[config.mk]
export PLATFORM = sky130hd
export DESIGN_NAME = axi_master_engine
export DESIGN_NICKNAME = d
export VERILOG_FILES = /design/src/rtl/axi_pkg.sv /design/src/rtl/axi_watchdog.sv /design/src/rtl/axi_master_engine.sv
export SDC_FILE = /design/constraint.sdc
export NUM_CORES = 1
export LEC_CHECK = 0
export CORE_AREA = 2 2 127 129
export DETAILED_ROUTE_END_ITERATION = 10
export DIE_AREA = 0 0 129 131
export PLACE_DENSITY = 0.78
export SLEW_MARGIN = 5
export SYNTH_ARGS = -nofsm -noshare
export SYNTH_HDL_FRONTEND = slang
export SYNTH_HIERARCHICAL = 1
export SYNTH_SLANG_ARGS = --single-unit
[constraint.sdc]
create_clock -name aclk -period 3.6 [get_ports aclk]
set_input_delay 0.72 -clock aclk [delete_from_list [all_inputs] [get_ports aclk]]
set_output_delay 0.72 -clock aclk [all_outputs]
set_load 0.01 [all_outputs]
[src/rtl/axi_pkg.sv]
// axi_pkg: shared AXI3 encodings and the engine state type.
package axi_pkg;
    typedef enum logic [2:0] {S_IDLE, S_AW, S_W, S_B, S_AR, S_R, S_DONE} state_e;
    localparam logic [1:0] BURST_FIXED = 2'b00;
    localparam logic [1:0] BURST_INCR = 2'b01;
    localparam logic [1:0] BURST_WRAP = 2'b10;
    localparam logic [1:0] LOCK_NORMAL = 2'b00;
    localparam logic [1:0] RESP_OKAY = 2'b00;
    localparam logic [1:0] RESP_EXOKAY = 2'b01;
    localparam logic [1:0] RESP_SLVERR = 2'b10;
    localparam logic [1:0] RESP_DECERR = 2'b11;
    function automatic logic [1:0] resp_max(input logic [1:0] a, input logic [1:0] b);
        return (a > b) ? a : b;
    endfunction
endpackage

[src/rtl/axi_watchdog.sv]
// axi_watchdog: counts cycles spent waiting on a handshake and flags when the limit is reached.
module axi_watchdog #(
    parameter int TIMEOUT = 1024
) (
    input  logic clk,
    input  logic rst,
    input  logic clear,
    input  logic enable,
    output logic expired
);
    localparam int CW = $clog2(TIMEOUT + 1);
    logic [CW-1:0] cnt_q, cnt_d;
    always_comb begin
        expired = enable && (cnt_q >= CW'(TIMEOUT));
        cnt_d = (clear || !enable) ? '0 : (expired ? cnt_q : cnt_q + CW'(1));
    end
    always_ff @(posedge clk) begin
        cnt_q <= rst ? '0 : cnt_d;
    end
endmodule

[src/rtl/axi_master_engine.sv]
// axi_master_engine: single-outstanding AXI3 master turning one command into an AW/W/B or AR/R
// transaction, with a per-handshake watchdog and a one-cycle completion pulse.
module axi_master_engine
    import axi_pkg::*;
#(
    parameter int DATA_W = 32,
    parameter int ADDR_W = 32,
    parameter int ID_W = 4,
    parameter int TIMEOUT = 1024
) (
    input  logic                aclk,
    input  logic                areset,
    input  logic                cmd_valid,
    output logic                cmd_ready,
    input  logic                cmd_write,
    input  logic [ADDR_W-1:0]   cmd_addr,
    input  logic [3:0]          cmd_len,
    input  logic [2:0]          cmd_size,
    input  logic [1:0]          cmd_burst,
    input  logic [ID_W-1:0]     cmd_id,
    input  logic                wd_valid,
    output logic                wd_ready,
    input  logic [DATA_W-1:0]   wd_data,
    input  logic [DATA_W/8-1:0] wd_strb,
    output logic                rd_valid,
    input  logic                rd_ready,
    output logic [DATA_W-1:0]   rd_data,
    output logic                rd_last,
    output logic                done_valid,
    output logic [1:0]          done_resp,
    output logic                done_timeout,
    output logic [ID_W-1:0]     awid,
    output logic [ADDR_W-1:0]   awaddr,
    output logic [3:0]          awlen,
    output logic [2:0]          awsize,
    output logic [1:0]          awburst,
    output logic [1:0]          awlock,
    output logic [3:0]          awcache,
    output logic [2:0]          awprot,
    output logic                awvalid,
    input  logic                awready,
    output logic [ID_W-1:0]     wid,
    output logic [DATA_W-1:0]   wdata,
    output logic [DATA_W/8-1:0] wstrb,
    output logic                wlast,
    output logic                wvalid,
    input  logic                wready,
    input  logic [ID_W-1:0]     bid,
    input  logic [1:0]          bresp,
    input  logic                bvalid,
    output logic                bready,
    output logic [ID_W-1:0]     arid,
    output logic [ADDR_W-1:0]   araddr,
    output logic [3:0]          arlen,
    output logic [2:0]          arsize,
    output logic [1:0]          arburst,
    output logic [1:0]          arlock,
    output logic [3:0]          arcache,
    output logic [2:0]          arprot,
    output logic                arvalid,
    input  logic                arready,
    input  logic [ID_W-1:0]     rid,
    input  logic [DATA_W-1:0]   rdata,
    input  logic [1:0]          rresp,
    input  logic                rlast,
    input  logic                rvalid,
    output logic                rready
);
    state_e            state_q, state_d, cur;
    logic [ADDR_W-1:0] addr_q, addr_d;
    logic [3:0]        len_q, len_d, beat_q, beat_d;
    logic [2:0]        size_q, size_d;
    logic [1:0]        burst_q, burst_d, resp_q, resp_d;
    logic [ID_W-1:0]   id_q, id_d;
    logic              err_q, err_d, to_q, to_d;
    logic              wd_clr, wd_en, wd_exp;

    assign awlock = LOCK_NORMAL;
    assign arlock = LOCK_NORMAL;
    assign awcache = '0;
    assign arcache = '0;
    assign awprot = '0;
    assign arprot = '0;
    // Reset forces the output decode to IDLE so every output is low while areset is held.
    assign cur = areset ? S_IDLE : state_q;
    assign wd_en = !(cur inside {S_IDLE, S_DONE});

    axi_watchdog #(.TIMEOUT(TIMEOUT)) u_wd (
        .clk(aclk),
        .rst(areset),
        .clear(wd_clr),
        .enable(wd_en),
        .expired(wd_exp)
    );

    always_comb begin
        state_d = state_q;
        addr_d = addr_q;
        len_d = len_q;
        size_d = size_q;
        burst_d = burst_q;
        id_d = id_q;
        beat_d = beat_q;
        resp_d = resp_q;
        err_d = err_q;
        to_d = to_q;
        wd_clr = 1'b0;
        cmd_ready = 1'b0;
        wd_ready = 1'b0;
        rd_valid = 1'b0;
        rd_data = '0;
        rd_last = 1'b0;
        done_valid = 1'b0;
        done_resp = RESP_OKAY;
        done_timeout = 1'b0;
        awid = '0;
        awaddr = '0;
        awlen = '0;
        awsize = '0;
        awburst = '0;
        awvalid = 1'b0;
        wid = '0;
        wdata = '0;
        wstrb = '0;
        wlast = 1'b0;
        wvalid = 1'b0;
        bready = 1'b0;
        arid = '0;
        araddr = '0;
        arlen = '0;
        arsize = '0;
        arburst = '0;
        arvalid = 1'b0;
        rready = 1'b0;
        unique case (cur)
            S_IDLE: begin
                cmd_ready = !areset;
                if (cmd_valid && !areset) begin
                    state_d = cmd_write ? S_AW : S_AR;
                    addr_d = cmd_addr;
                    len_d = cmd_len;
                    size_d = cmd_size;
                    burst_d = cmd_burst;
                    id_d = cmd_id;
                    beat_d = '0;
                    resp_d = RESP_OKAY;
                    err_d = 1'b0;
                    to_d = 1'b0;
                end
            end
            S_AW: begin
                awvalid = !wd_exp;
                awid = id_q;
                awaddr = addr_q;
                awlen = len_q;
                awsize = size_q;
                awburst = burst_q;
                wd_clr = awvalid && awready;
                state_d = wd_clr ? S_W : state_q;
            end
            S_W: begin
                wvalid = wd_valid && !wd_exp;
                wd_ready = wready && !wd_exp;
                wid = id_q;
                wdata = wvalid ? wd_data : '0;
                wstrb = wvalid ? wd_strb : '0;
                wlast = wvalid && (beat_q == len_q);
                wd_clr = wvalid && wready;
                beat_d = wd_clr ? beat_q + 4'd1 : beat_q;
                state_d = (wd_clr && wlast) ? S_B : state_q;
            end
            S_B: begin
                bready = !wd_exp;
                wd_clr = bvalid && bready;
                if (wd_clr) begin
                    resp_d = bresp;
                    err_d = err_q || (bid != id_q);
                    state_d = S_DONE;
                end
            end
            S_AR: begin
                arvalid = !wd_exp;
                arid = id_q;
                araddr = addr_q;
                arlen = len_q;
                arsize = size_q;
                arburst = burst_q;
                wd_clr = arvalid && arready;
                state_d = wd_clr ? S_R : state_q;
            end
            S_R: begin
                rready = rd_ready && !wd_exp;
                rd_valid = rvalid && !wd_exp;
                rd_data = rd_valid ? rdata : '0;
                rd_last = rd_valid && rlast;
                wd_clr = rvalid && rready;
                // Any beat whose rlast disagrees with the expected final beat marks a protocol error.
                if (wd_clr) begin
                    beat_d = beat_q + 4'd1;
                    resp_d = resp_max(resp_q, rresp);
                    err_d = err_q || (rid != id_q) || (rlast != (beat_q == len_q));
                    state_d = rlast ? S_DONE : state_q;
                end
            end
            S_DONE: begin
                done_valid = 1'b1;
                done_resp = err_q ? RESP_SLVERR : resp_q;
                done_timeout = to_q;
                state_d = S_IDLE;
            end
            default: state_d = S_IDLE;
        endcase
        if (wd_exp) begin
            state_d = S_DONE;
            err_d = 1'b1;
            to_d = 1'b1;
        end
    end

    always_ff @(posedge aclk) begin
        if (areset) begin
            state_q <= S_IDLE;
            addr_q <= '0;
            len_q <= '0;
            size_q <= '0;
            burst_q <= '0;
            id_q <= '0;
            beat_q <= '0;
            resp_q <= RESP_OKAY;
            err_q <= 1'b0;
            to_q <= 1'b0;
        end else begin
            state_q <= state_d;
            addr_q <= addr_d;
            len_q <= len_d;
            size_q <= size_d;
            burst_q <= burst_d;
            id_q <= id_d;
            beat_q <= beat_d;
            resp_q <= resp_d;
            err_q <= err_d;
            to_q <= to_d;
        end
    end
endmodule

==> impl_metrics.ini <==
[final_layout]
nets = 1053
final_cell_area_um2 = 8255
drive_gt1_share_pct = 6.543
antenna_cells = 0
layout_commonest_cell = clkdlybuf4s50_1
area_delta_synth_final_pct = 84.51
instances_no_fill = 1133
final_cell_mix = clkdlybuf4s50_1 (274), nand2_1 (103), and2_1 (86)

[clock_tree]
clock_tree.buffer_depth = 2
clk_latency_ps = 330
path_clk_slew_ps = 60
cts.sinks = 67
cts_max_level = 3
postCtsSetupBuffers = 0
cts_tree = done
cts_root_buf = clkbuf_16
cts_buffers = 9

[synth]
yosysSeqAreaShare_pct = 29.98
netlist_area_um2 = 4474
yosys_warnings = 6
ys_types = 62
ys.flop_type = dfxtp_1
synth_seq_cells = 67
synth_cells = 616
synth_edf_count = 0
syn_avg_cell_area_um2 = 7.263
async_flop_share_pct = 0

[die]
initial_core_util_pct = 28.69
fp.coreArea_um2 = 15600
die-area_um2 = 16900
placementRows = 46
die-width_um = 129
die_h_um = 131
ioPinCount = 331

[global_routing]
antenna_found_initial = 0
grt_pass1_vias = 4969
grt_pass1_wl_um = 26210
track_usage_pct = 19.81
grt_max_degree = 48
overflow = 0

[route]
vias = 5366
vias_per_cell = 4.736
wl_um = 17980
drt_iter0_drc = 273
avgRoutedWirePerCell_um = 15.87
ant_nets = 0
firstDrtPassIters = 4
drc = 0

[critical_path]
critical_path_class = in -> out
setup.worst_path.start = areset
end_kind = output pin
r2r_cells = 10
critPathMaxFanout = 4
critPathTopFamily = buffers and inverters
cp.depth = 9
cpMostUsedCell = clkdlybuf4s50_1
r2r-start = state_q[2]
endpoint = wvalid
critPathRequiredTime_ps = 2880
ff2ff_setup_slack_ps = 1120
arrival_ps = 2790
cpPeakStageDelay_ps = 540
cp-start-kind = input port
worstPathCellList = clkdlybuf4s50_1, nor2_1, nand2_1, inv_1, or2_2, nor3_4, and2_1, buf_4, clkdlybuf4s50_1
slowest_stage = clkdlybuf4s50_1
worstPathBufferInverterCount = 4
worstReg2RegEnd = state_q[2]

[timing]
period_share_pct = 97.64
setup-violations-final = 0
drv_slew = 0
period_needed_ps = 3515
timing.slew.headroom_pct = 47.83
finalHoldViolations = 0
rsz0062_at_grt = no
fmax_ghz = 0.2845
finalClockSkew_ps = 5.267
tightestPinTransition_ps = 777.8

[min_path]
min_path_type = reg -> reg
holdCritStartpoint = addr_q[30]

[power_and_ir_drop]
power_frac_seq_pct = 37.6
switching_power_mw = 0.6518
leakage_nw = 4.242
p_sw_share_pct = 28.29
p_int_mw = 1.652
cellPowerDensity_nw_per_um2 = 279.1
vdd_drop_max_mv = 0.2066
combinationalPowerShare_pct = 24.3
clkPwrFrac_pct = 38.2
power_mw = 2.304

[placement]
dpl-instance-area_um2 = 7834
gp_congestion = 0.8112
detailed_place_hpwl_um = 13460
portBuffers = 312
place_inst = 1116

[job]
maxCapViolCount = 0

[run_status]
status = complete, no violations
-- how the worst min path moves through the flow --
stage	slack, ps	end	depth (start not counted)
detailed placement	450	addr_q[27]	2
finish	460	addr_q[30]	2
floorplan	440	addr_q[0]	2
CTS	460	addr_q[30]	2
global placement	450	addr_q[30]	2
global route	480	addr_q[27]	2
-- through the flow --
step | worst slack [ps] | hold slack, ps | TNS [ps] | utilization (%)
finish | 85.05 | 462.0 | 0 | 52.93
global route | 11.50 | 484.2 | 0 | 52.93
floorplan | 135.1 | 437.9 | 0 | -
global placement | 14.20 | 449.0 | 0 | 50.22
detailed placement | -13.77 | 454.3 | -65.21 | 50.22
CTS | 8.359 | 463.4 | 0 | 52.15
-- flip-flops by register name, summed over array words and instances, names as in the netlist --
signal      count
state_q         3
err_q           1
addr_q         32
burst_q         2
id_q            4
beat_q          4
size_q          3
resp_q          2
len_q           4
u_wd/cnt_q     11
to_q            1
-- cells in the mapped netlist, types with 2 or more instances --
| cell | n | share of area (%) |
|---|---|---|
| a21oi_1 | 12 | 1.3 |
| a22oi_1 | 2 | 0.34 |
| a311oi_1 | 2 | 0.39 |
| a31oi_1 | 3 | 0.42 |
| and2_1 | 87 | 12 |
| and3_1 | 83 | 12 |
| buf_1 | 5 | 0.42 |
| buf_2 | 15 | 1.7 |
| buf_4 | 18 | 3.0 |
| clkbuf_1 | 28 | 2.3 |
| clkbuf_2 | 3 | 0.34 |
| dfxtp_1 | 67 | 30 |
| ha_1 | 4 | 1.1 |
| inv_1 | 9 | 0.75 |
| nand2_1 | 104 | 8.7 |
| nand2b_1 | 2 | 0.28 |
| nand3_1 | 54 | 6.0 |
| nand4_1 | 2 | 0.28 |
| nor2_1 | 24 | 2.0 |
| nor3_1 | 7 | 0.78 |
| nor3b_1 | 4 | 0.67 |
| nor4_1 | 4 | 0.56 |
| o21a_1 | 6 | 1.0 |
| o21ai_0 | 8 | 0.89 |
| o311a_1 | 2 | 0.45 |
| o31ai_1 | 3 | 0.50 |
| or2_2 | 3 | 0.42 |
| or3_2 | 2 | 0.34 |
| xnor2_1 | 13 | 2.5 |
| xor2_1 | 8 | 1.6 |
-- power groups by stage --
| stage | combinational (mW) | sequential (mW) | clock (mW) |
|---|---|---|---|
| detailed placement | 0.557 | 0.880 | 0 |
| floorplan | 0.283 | 0.856 | 0 |
| global route | 0.611 | 0.875 | 0.931 |
| global placement | 0.553 | 0.879 | 0 |
| finish | 0.559 | 0.865 | 0.879 |
| CTS | 0.559 | 0.866 | 0.898 |
-- layer usage --
| metal | routed length, µm | track usage, % |
|---|---|---|
| met2 | 8776 | 34.77 |
| met4 | 318 | 5.371 |
| met5 | 0 | 0 |
| met1 | 7237 | 23.10 |
| met3 | 1649 | 6.759 |
-- final cells by class --
type                    count  area [µm²]
multi-input cells         488        2846
clock inverters             4       50.05
clock buffers              12       246.5
well taps                 216       270.3
inverters                   9       33.78
repair buffers            337        3467
fillers                  1456        7342
flip-flops and latches     67        1341
-- logic make-up after synthesis --
group	Yosys count	synth area share, %
xor gates and xnor gates	21	4.111
and+or+nand+nor	388	46.78
other	1	0.08381
DFF	67	29.98
adders and majority gates	4	1.119
buffers and inverters	78	8.557
AOI/OAI and AO/OA	55	8.893
muxes	2	0.4754
-- tightest hold or removal path, stage by stage, from the launching register on --
cell,delay [ps]
dfxtp_1,310
nand3_1,60
nand2_1,50
-- what timing repair did --
| item | CTS | global route |
|---|---|---|
| endpoints found under the setup margin | 14 | 38 |
| cloned | 0 | 1 |
| gates resized for setup | 1 | 44 |
| hold buffers | 0 | 0 |
No activity file was read; power rests on OpenSTA's default activity.
